### src/rtl/pc_gen.sv
// Program counter generator: boot/fetch sequencing, fetch handshake, hold, and redirects.
// Optional trap/mret support and the epc register are built when PC_GEN_TRAP_EN is defined.
module pc_gen #(
  parameter int unsigned       ADDR_W      = 32,
  parameter logic [ADDR_W-1:0] RESET_ADDR  = '0,
  parameter int unsigned       STEP        = 4,
  parameter int unsigned       HOLD_W      = 3,
  parameter int unsigned       HOLD_PC_LVL = 1
) (
  input  logic              clk_i,
  input  logic              rst_i,
  input  logic              jtag_reset_i,
  input  logic [HOLD_W-1:0] hold_flag_i,
  input  logic              jump_flag_i,
  input  logic [ADDR_W-1:0] jump_addr_i,
  input  logic              pc_ready_i,
  output logic [ADDR_W-1:0] pc_o,
  output logic              pc_valid_o,
  output logic              redirect_o,
  output logic              misalign_o
`ifdef PC_GEN_TRAP_EN
  ,
  input  logic              trap_flag_i,
  input  logic [ADDR_W-1:0] trap_vec_i,
  input  logic [ADDR_W-1:0] trap_epc_i,
  input  logic              mret_i,
  output logic [ADDR_W-1:0] epc_o
`endif
);

  localparam logic [ADDR_W-1:0] StepVal = ADDR_W'(STEP);
  localparam logic [ADDR_W-1:0] LowMask = ADDR_W'(STEP - 1);
  localparam logic [HOLD_W-1:0] HoldLvl = HOLD_W'(HOLD_PC_LVL);

  typedef enum logic [0:0] {StBoot, StFetch} state_e;

  state_e            state_q;
  logic [ADDR_W-1:0] pc_q;
  logic              redirect_q;
  logic              misalign_q;
  logic              hold_pc;
  logic              fire;
  logic              redir_req;
  logic [ADDR_W-1:0] redir_tgt;

`ifdef PC_GEN_TRAP_EN
  logic [ADDR_W-1:0] epc_q;
  assign epc_o = epc_q;
`endif

  assign hold_pc    = (hold_flag_i >= HoldLvl);
  assign pc_valid_o = (state_q == StFetch) && !hold_pc;
  assign fire       = pc_valid_o && pc_ready_i;
  assign pc_o       = pc_q;
  assign redirect_o = redirect_q;
  assign misalign_o = misalign_q;

  // Redirect sources, lowest priority first so later assignments win.
  always_comb begin
    redir_req = jump_flag_i;
    redir_tgt = jump_addr_i;
`ifdef PC_GEN_TRAP_EN
    if (trap_flag_i) begin
      redir_req = 1'b1;
      redir_tgt = trap_vec_i;
    end else if (mret_i) begin
      redir_req = 1'b1;
      redir_tgt = epc_q;
    end
`endif
  end

  always_ff @(posedge clk_i) begin
    if (rst_i) begin
      state_q    <= StBoot;
      pc_q       <= RESET_ADDR;
      redirect_q <= 1'b0;
      misalign_q <= 1'b0;
`ifdef PC_GEN_TRAP_EN
      epc_q      <= '0;
`endif
    end else if (jtag_reset_i) begin
      state_q    <= StBoot;
      pc_q       <= RESET_ADDR;
      redirect_q <= 1'b0;
      misalign_q <= 1'b0;
    end else begin
      // BOOT always lasts one cycle; any non-reset edge lands in FETCH.
      state_q <= StFetch;
      if (redir_req) begin
        pc_q       <= redir_tgt & ~LowMask;
        redirect_q <= 1'b1;
        misalign_q <= |(redir_tgt & LowMask);
      end else begin
        redirect_q <= 1'b0;
        misalign_q <= 1'b0;
        if (fire) begin
          pc_q <= pc_q + StepVal;
        end
      end
`ifdef PC_GEN_TRAP_EN
      if (trap_flag_i) begin
        epc_q <= trap_epc_i;
      end
`endif
    end
  end

endmodule

### config.mk
export PLATFORM = sky130hd
export DESIGN_NAME = pc_gen
export DESIGN_NICKNAME = d
export VERILOG_FILES = /design/src/rtl/pc_gen.sv
export SDC_FILE = /design/constraint.sdc
export NUM_CORES = 1
export LEC_CHECK = 0
export ABC_AREA = 0
export BUFFER_PORTS_ARGS = -buffer_cell sky130_fd_sc_hd__buf_4
export CORE_UTILIZATION = 43
export DETAILED_ROUTE_END_ITERATION = 10
export MAX_ROUTING_LAYER = met4
export PLACE_DENSITY = 0.85
export SYNTH_ARGS = -nofsm -noshare
export SYNTH_HDL_FRONTEND = slang
export SYNTH_SLANG_ARGS = --single-unit
### constraint.sdc
create_clock -name clk_i -period 1.51 [get_ports clk_i]
set_clock_uncertainty 0.2 [all_clocks]
set_input_delay 0.151 -clock clk_i [delete_from_list [all_inputs] [get_ports clk_i]]
set_output_delay 0.151 -clock clk_i [all_outputs]
set_load 0.005 [all_outputs]
== Word-level counts from Yosys, hierarchy flattened ==
Cells that the tools add are included.

* Flip-flop bits (word level): 35
* Latch bits: 0
* Bits in writable memories: 0
* Memory bits (read-only): 0
* Memories: 0

* Add/sub/neg operators: 1
* $mul: 0
* Div/mod/pow operators: 0
* Order comparisons: 1
* Equality and inequality tests: 0
* Shift operators: 0
* Multiplexer cells: 4
* Bitwise operators: 1
* Reduce and logical (&&, ||, !) cells: 8

{| class="wikitable"
|+ Operators with widths
! operator !! count
|-
| 2-to-1 mux 32 bit || 2
|-
| adder 32 x 3 -> 32 bit (second input constant) || 1
|-
| OR reduction 3 bit || 2
|-
| OR reduction 2 bit || 2
|-
| >= comparator 3 x 1 -> 1 bit (second input constant) || 1
|-
| logical AND 1 bit || 2
|-
| 2-to-1 mux 1 bit || 2
|-
| nonzero test 2 bit || 1
|-
| zero test 1 bit || 1
|-
| inverter 1 bit || 1
|}

== Depth between registers and ports, before layout ==
* Depth after elaboration: 6
* Gate-level depth with buffers: 6

== Worst setup path after synthesis ==
No wires, ideal clock.

* Path kind: reg2reg
* Start point: register pc_q[7] (netlist: pc_o[7])
* End point: register pc_q[21] (netlist: pc_o[21])
* Library setup time: 0.132 ns
* Arrival: 1.356 ns
* Data required time: 1.178 ns
* Slack: -0.178 ns
* Stages on the path, launching flop included: 6
* Buffers on the path: 0
* Cell sequence: dfxtp_1 > and4_1 > nand3_2 > nor4_2 > xnor2_1 > a21oi_1

* Cells in the longest elaborated chain, start to end: 3

{| class="wikitable"
|+ RTL lines
! what !! line !! RTL
|-
| start, declared || 38 || <nowiki>logic [ADDR_W-1:0] pc_q;</nowiki>
|-
| start signal, assigned || 91 || <nowiki>pc_q <= redir_tgt & ~LowMask;</nowiki>
|-
| start signal, assigned || 98 || <nowiki>pc_q <= pc_q + StepVal;</nowiki>
|-
| adder 32 x 3 -> 32 bit || 98 ||
|-
| 2-to-1 mux 32 bit || 97 || <nowiki>if (fire) begin</nowiki>
|-
| 2-to-1 mux 32 bit || 90 || <nowiki>if (redir_req) begin</nowiki>
|}

No other way between the ends. The select of a mux whose other input is x is not followed.
A chain may end at the register's enable or synchronous reset.

== Worst setup path after layout ==
* Start point: register pc_q[19] (netlist: pc_o[19])
* End point: register pc_q[23] (netlist: pc_o[23])

Same word-level chain as after synthesis.

==> impl_metrics.xml <==
<?xml version="1.0" encoding="UTF-8"?>
<metrics>
  <group name="setup_path">
    <metric name="ff2ff_path_depth" unit="">7</metric>
    <metric name="critPathArrivalTime" unit="ps">1850</metric>
    <metric name="timing.setup.critical_path_class" unit="">register to register</metric>
    <metric name="critPathMostFrequentCell" unit="">sky130_fd_sc_hd__buf_4</metric>
    <metric name="crit_path_top_delay_cell" unit="">sky130_fd_sc_hd__dfxtp_1</metric>
    <metric name="gate_family_responsible_for_the_most_delay_along_the_worst_path" unit="">simple AND/OR/NAND/NOR gates</metric>
    <metric name="cp_num_cells" unit="">7</metric>
    <metric name="slowest_cell_delay_on_critical_path" unit="ps">360</metric>
    <metric name="worstPathCellList" unit="">and3_4 &gt; buf_4 &gt; and4_4 &gt; buf_4 &gt; nand3_2 &gt; xor2_1 &gt; a21oi_1</metric>
    <metric name="critical_path.endpoint_type" unit="">register</metric>
    <metric name="crit_path_max_fanout" unit="">5</metric>
    <metric name="critical_path_required" unit="ps">1510</metric>
    <metric name="setup.worst_path.start_class" unit="">register</metric>
    <metric name="critical_path.n_buffers_inverters" unit="">2</metric>
  </group>
  <group name="synth">
    <metric name="synth_edf_count" unit="">0</metric>
    <metric name="synth_top_cell_area_share" unit="">0.373</metric>
    <metric name="yosys_warnings" unit="">0</metric>
    <metric name="ys_top_cells_by_area" unit="">sky130_fd_sc_hd__dfxtp_1 37%, sky130_fd_sc_hd__xnor2_1 9.9%, sky130_fd_sc_hd__a21oi_1 7.3%, sky130_fd_sc_hd__o21ai_0 5.9%, sky130_fd_sc_hd__xor2_1 4.4%</metric>
    <metric name="post_synthesis_share_of_cell_area_spent_on_xor_and_xnor_gates" unit="">0.143</metric>
    <metric name="synth_area" unit="um^2">1770</metric>
    <metric name="post-synth-top-area-cell" unit="">sky130_fd_sc_hd__dfxtp_1</metric>
    <metric name="synth_flop_cell" unit="">sky130_fd_sc_hd__dfxtp_1</metric>
    <metric name="synth_seq_cells" unit="">33</metric>
    <metric name="synth_fa_ha_area_frac" unit="">0.00706</metric>
    <metric name="avgSynthCellArea" unit="um^2">8.36</metric>
    <metric name="synth_cell_type_count" unit="">31</metric>
    <metric name="yosys-mux-area-fraction" unit="">0</metric>
    <metric name="post-synth-top-count-cell" unit="">sky130_fd_sc_hd__dfxtp_1</metric>
    <metric name="synth_async_sr_flop_share" unit="">0</metric>
    <metric name="synth_compound_area_frac" unit="">0.170</metric>
    <metric name="synthesis.instances" unit="">212</metric>
    <metric name="ys_top_cells_by_count" unit="">33 x sky130_fd_sc_hd__dfxtp_1, 26 x sky130_fd_sc_hd__a21oi_1, 21 x sky130_fd_sc_hd__o21ai_0</metric>
    <metric name="dominant_combinational_cell_family_by_area_after_synthesis" unit="">simple AND/OR/NAND/NOR gates</metric>
    <metric name="simple_gate_share_of_the_synthesized_area" unit="">0.266</metric>
    <metric name="yosysSeqAreaShare" unit="">0.373</metric>
  </group>
  <group name="global_route">
    <metric name="first_pass_grt_wire_length" unit="um">11300</metric>
    <metric name="global_route.usage.met3" unit="">0.0569</metric>
    <metric name="grt.busiest_layer" unit="">met2</metric>
    <metric name="number_of_antenna_violations_at_the_first_check_in_global_routing" unit="">0</metric>
    <metric name="global_route.overflow_total" unit="">0</metric>
    <metric name="use_met2" unit="">0.651</metric>
    <metric name="grt.met1_usage" unit="">0.368</metric>
    <metric name="track_usage" unit="">0.363</metric>
    <metric name="grt_start_max_net_pins" unit="">45</metric>
    <metric name="first_global_vias" unit="">2348</metric>
  </group>
  <group name="placed_design">
    <metric name="dp_cells" unit="">364</metric>
    <metric name="preCtsSetupSlack" unit="ps">-262</metric>
    <metric name="gp_congestion" unit="">0.890</metric>
    <metric name="buffer_ports.inserted" unit="">72</metric>
    <metric name="placed_area" unit="um^2">2680</metric>
    <metric name="dp_hpwl" unit="um">4040</metric>
  </group>
  <group name="floorplan">
    <metric name="num_rows" unit="">22</metric>
    <metric name="core_footprint" unit="um^2">3800</metric>
    <metric name="die_height" unit="um">66.2</metric>
    <metric name="die_area" unit="um^2">4380</metric>
    <metric name="boundaryPins" unit="">75</metric>
    <metric name="die_w" unit="um">66.2</metric>
    <metric name="starting_utilization_of_the_core_area" unit="">0.466</metric>
  </group>
  <group name="routing">
    <metric name="detail-route-antenna-nets" unit="">0</metric>
    <metric name="drt_first_pass_iters" unit="">5</metric>
    <metric name="route.final.wire_length" unit="um">8250</metric>
    <metric name="route.detailed.drc" unit="">0</metric>
    <metric name="initialDrtViolationCount" unit="">274</metric>
    <metric name="routed-via-count" unit="">2419</metric>
    <metric name="drt-vias-per-instance" unit="">5.93</metric>
    <metric name="detail_route.wl_per_cell" unit="um">20.2</metric>
  </group>
  <group name="layout">
    <metric name="area.growth.synth_to_final" unit="%">92.1</metric>
    <metric name="antenna-diode-count" unit="">0</metric>
    <metric name="post-route-cell-area" unit="um^2">3400</metric>
    <metric name="final_cell_count_no_fill" unit="">408</metric>
    <metric name="drive_gt1_frac" unit="">0.533</metric>
    <metric name="num-nets-final" unit="">400</metric>
    <metric name="layout.filler_cells" unit="">167</metric>
    <metric name="final_core_utilization" unit="">0.896</metric>
  </group>
  <group name="cts">
    <metric name="numCtsBuffers" unit="">5</metric>
    <metric name="clk_path_buf_depth" unit="">2</metric>
    <metric name="clock_sink_count" unit="">33</metric>
    <metric name="cts_htree_levels" unit="">2</metric>
    <metric name="worstSkewPairLatency" unit="ps">280</metric>
    <metric name="clock-root-buffer" unit="">sky130_fd_sc_hd__clkbuf_8</metric>
    <metric name="path_clk_slew" unit="ps">70</metric>
    <metric name="cts_tree" unit="">yes</metric>
  </group>
  <group name="power">
    <metric name="power.leakage" unit="nW">1.50</metric>
    <metric name="maximum_vdd_drop" unit="mV">0.636</metric>
    <metric name="power_density" unit="nW/um^2">596</metric>
  </group>
  <group name="timing">
    <metric name="period_minus_slack" unit="ps">1850</metric>
    <metric name="hold_viol_final" unit="">0</metric>
    <metric name="final_number_of_setup_violating_endpoints" unit="">30</metric>
    <metric name="final.period_utilization" unit="">1.22</metric>
    <metric name="achievable-frequency" unit="MHz">541</metric>
    <metric name="timing.setup.tns" unit="ps">-5760</metric>
    <metric name="grt_setup_unrepaired" unit="">yes</metric>
    <metric name="fin_ws" unit="ps">-340</metric>
    <metric name="slew_viol_final" unit="">0</metric>
  </group>
  <group name="hold_path">
    <metric name="min_path_cells" unit="">3</metric>
    <metric name="hold_path.class" unit="">input port to register</metric>
  </group>
  <group name="outcome">
    <metric name="status" unit="">finished with violations</metric>
    <metric name="failing_checks" unit="">negative setup slack</metric>
  </group>
  <group name="flow_run">
    <metric name="timing.max_cap.violations" unit="">0</metric>
  </group>
</metrics>
[metal layers]
layer	part of all wire	wire [um]	up-vias
li1	-	-	1053
met1	0.36	2970	1150
met2	0.51	4180	166
met3	0.073	606	50
met4	0.060	493	0
met5	0	0	-
[worst reg2reg max path: cells and delay by family, from the launching register on]
kind                      cells  cell delay, ps
buffers and inverters         2             240
and+or+nand+nor               3             600
xor gates and xnor gates      1             190
DFF                           1             360
AOI/OAI and AO/OA             1             180
[what timing repair did]
action	4_1_cts	5_1_grt
hold endpoints to repair	29	0
setup endpoints to repair	30	30
hold buffers	31	0
setup buffers	1	4
pin swaps	26	25
resized for setup	37	26
[kinds of logic (layout without fill, tap and decap cells)]
group	after synthesis	after routing
AOI/OAI and AO/OA	56	56
xor gates and xnor gates	29	29
adders and majority gates	1	1
buffers and inverters	15	162
DFF	33	33
other	1	2
and+or+nand+nor	77	77
[path summary, 6_finish.rpt]
check	slack [ps]	to	startpoint
worst min register to register	430	pc_o[29]	pc_o[29]
worst max-delay path	-340	pc_o[23]	pc_o[19]
worst max register to register	-340	pc_o[23]	pc_o[19]
worst min-delay path	5	pc_o[17]	jump_addr_i[17]
[sequential cells by signal (all words and copies together) (netlist names)]
signal / flops
misalign_o: 1
pc_o: 30
redirect_o: 1
state_q: 1
[cells in the final DEF, fill, tap and decap left out, types with 6 or more instances in the layout]
cell / n
sky130_fd_sc_hd__dfxtp_1: 23
sky130_fd_sc_hd__nand2_1: 15
sky130_fd_sc_hd__xor2_1: 9
sky130_fd_sc_hd__xnor2_1: 13
sky130_fd_sc_hd__nand4_1: 6
sky130_fd_sc_hd__o21ai_0: 21
sky130_fd_sc_hd__xnor2_2: 7
sky130_fd_sc_hd__dlygate4sd3_1: 31
sky130_fd_sc_hd__buf_4: 114
sky130_fd_sc_hd__dfxtp_2: 10
sky130_fd_sc_hd__a21oi_1: 21
[stage by stage]
| step | power [mW] | hold slack (ps) |
|---|---|---|
| 6_report | 2.03 | 5.47 |
| 5_1_grt | 2.11 | 23.5 |
| 4_1_cts | 1.97 | 2.77 |
| 3_5_place_dp | 1.28 | 149 |
| 3_3_place_gp | 1.27 | 152 |
| 2_1_floorplan | 1.06 | 61.2 |
[power breakdown]
group / internal (mW) / switching (mW)
clock network: 0.328 / 0.317
logic: 0.259 / 0.187
registers: 0.909 / 0.0281
[layout make-up]
class	count	area, um^2	area share
Multi-Input combinational cell	165	1340	0.393
Timing Repair Buffer	151	1240	0.365
Sequential cell	33	673	0.198
Clock buffer	8	80.1	0.0235
Tap cell	48	60.1	0.0176
Inverter	3	11.3	0.00331
No activity file was read; power rests on OpenSTA's default activity.
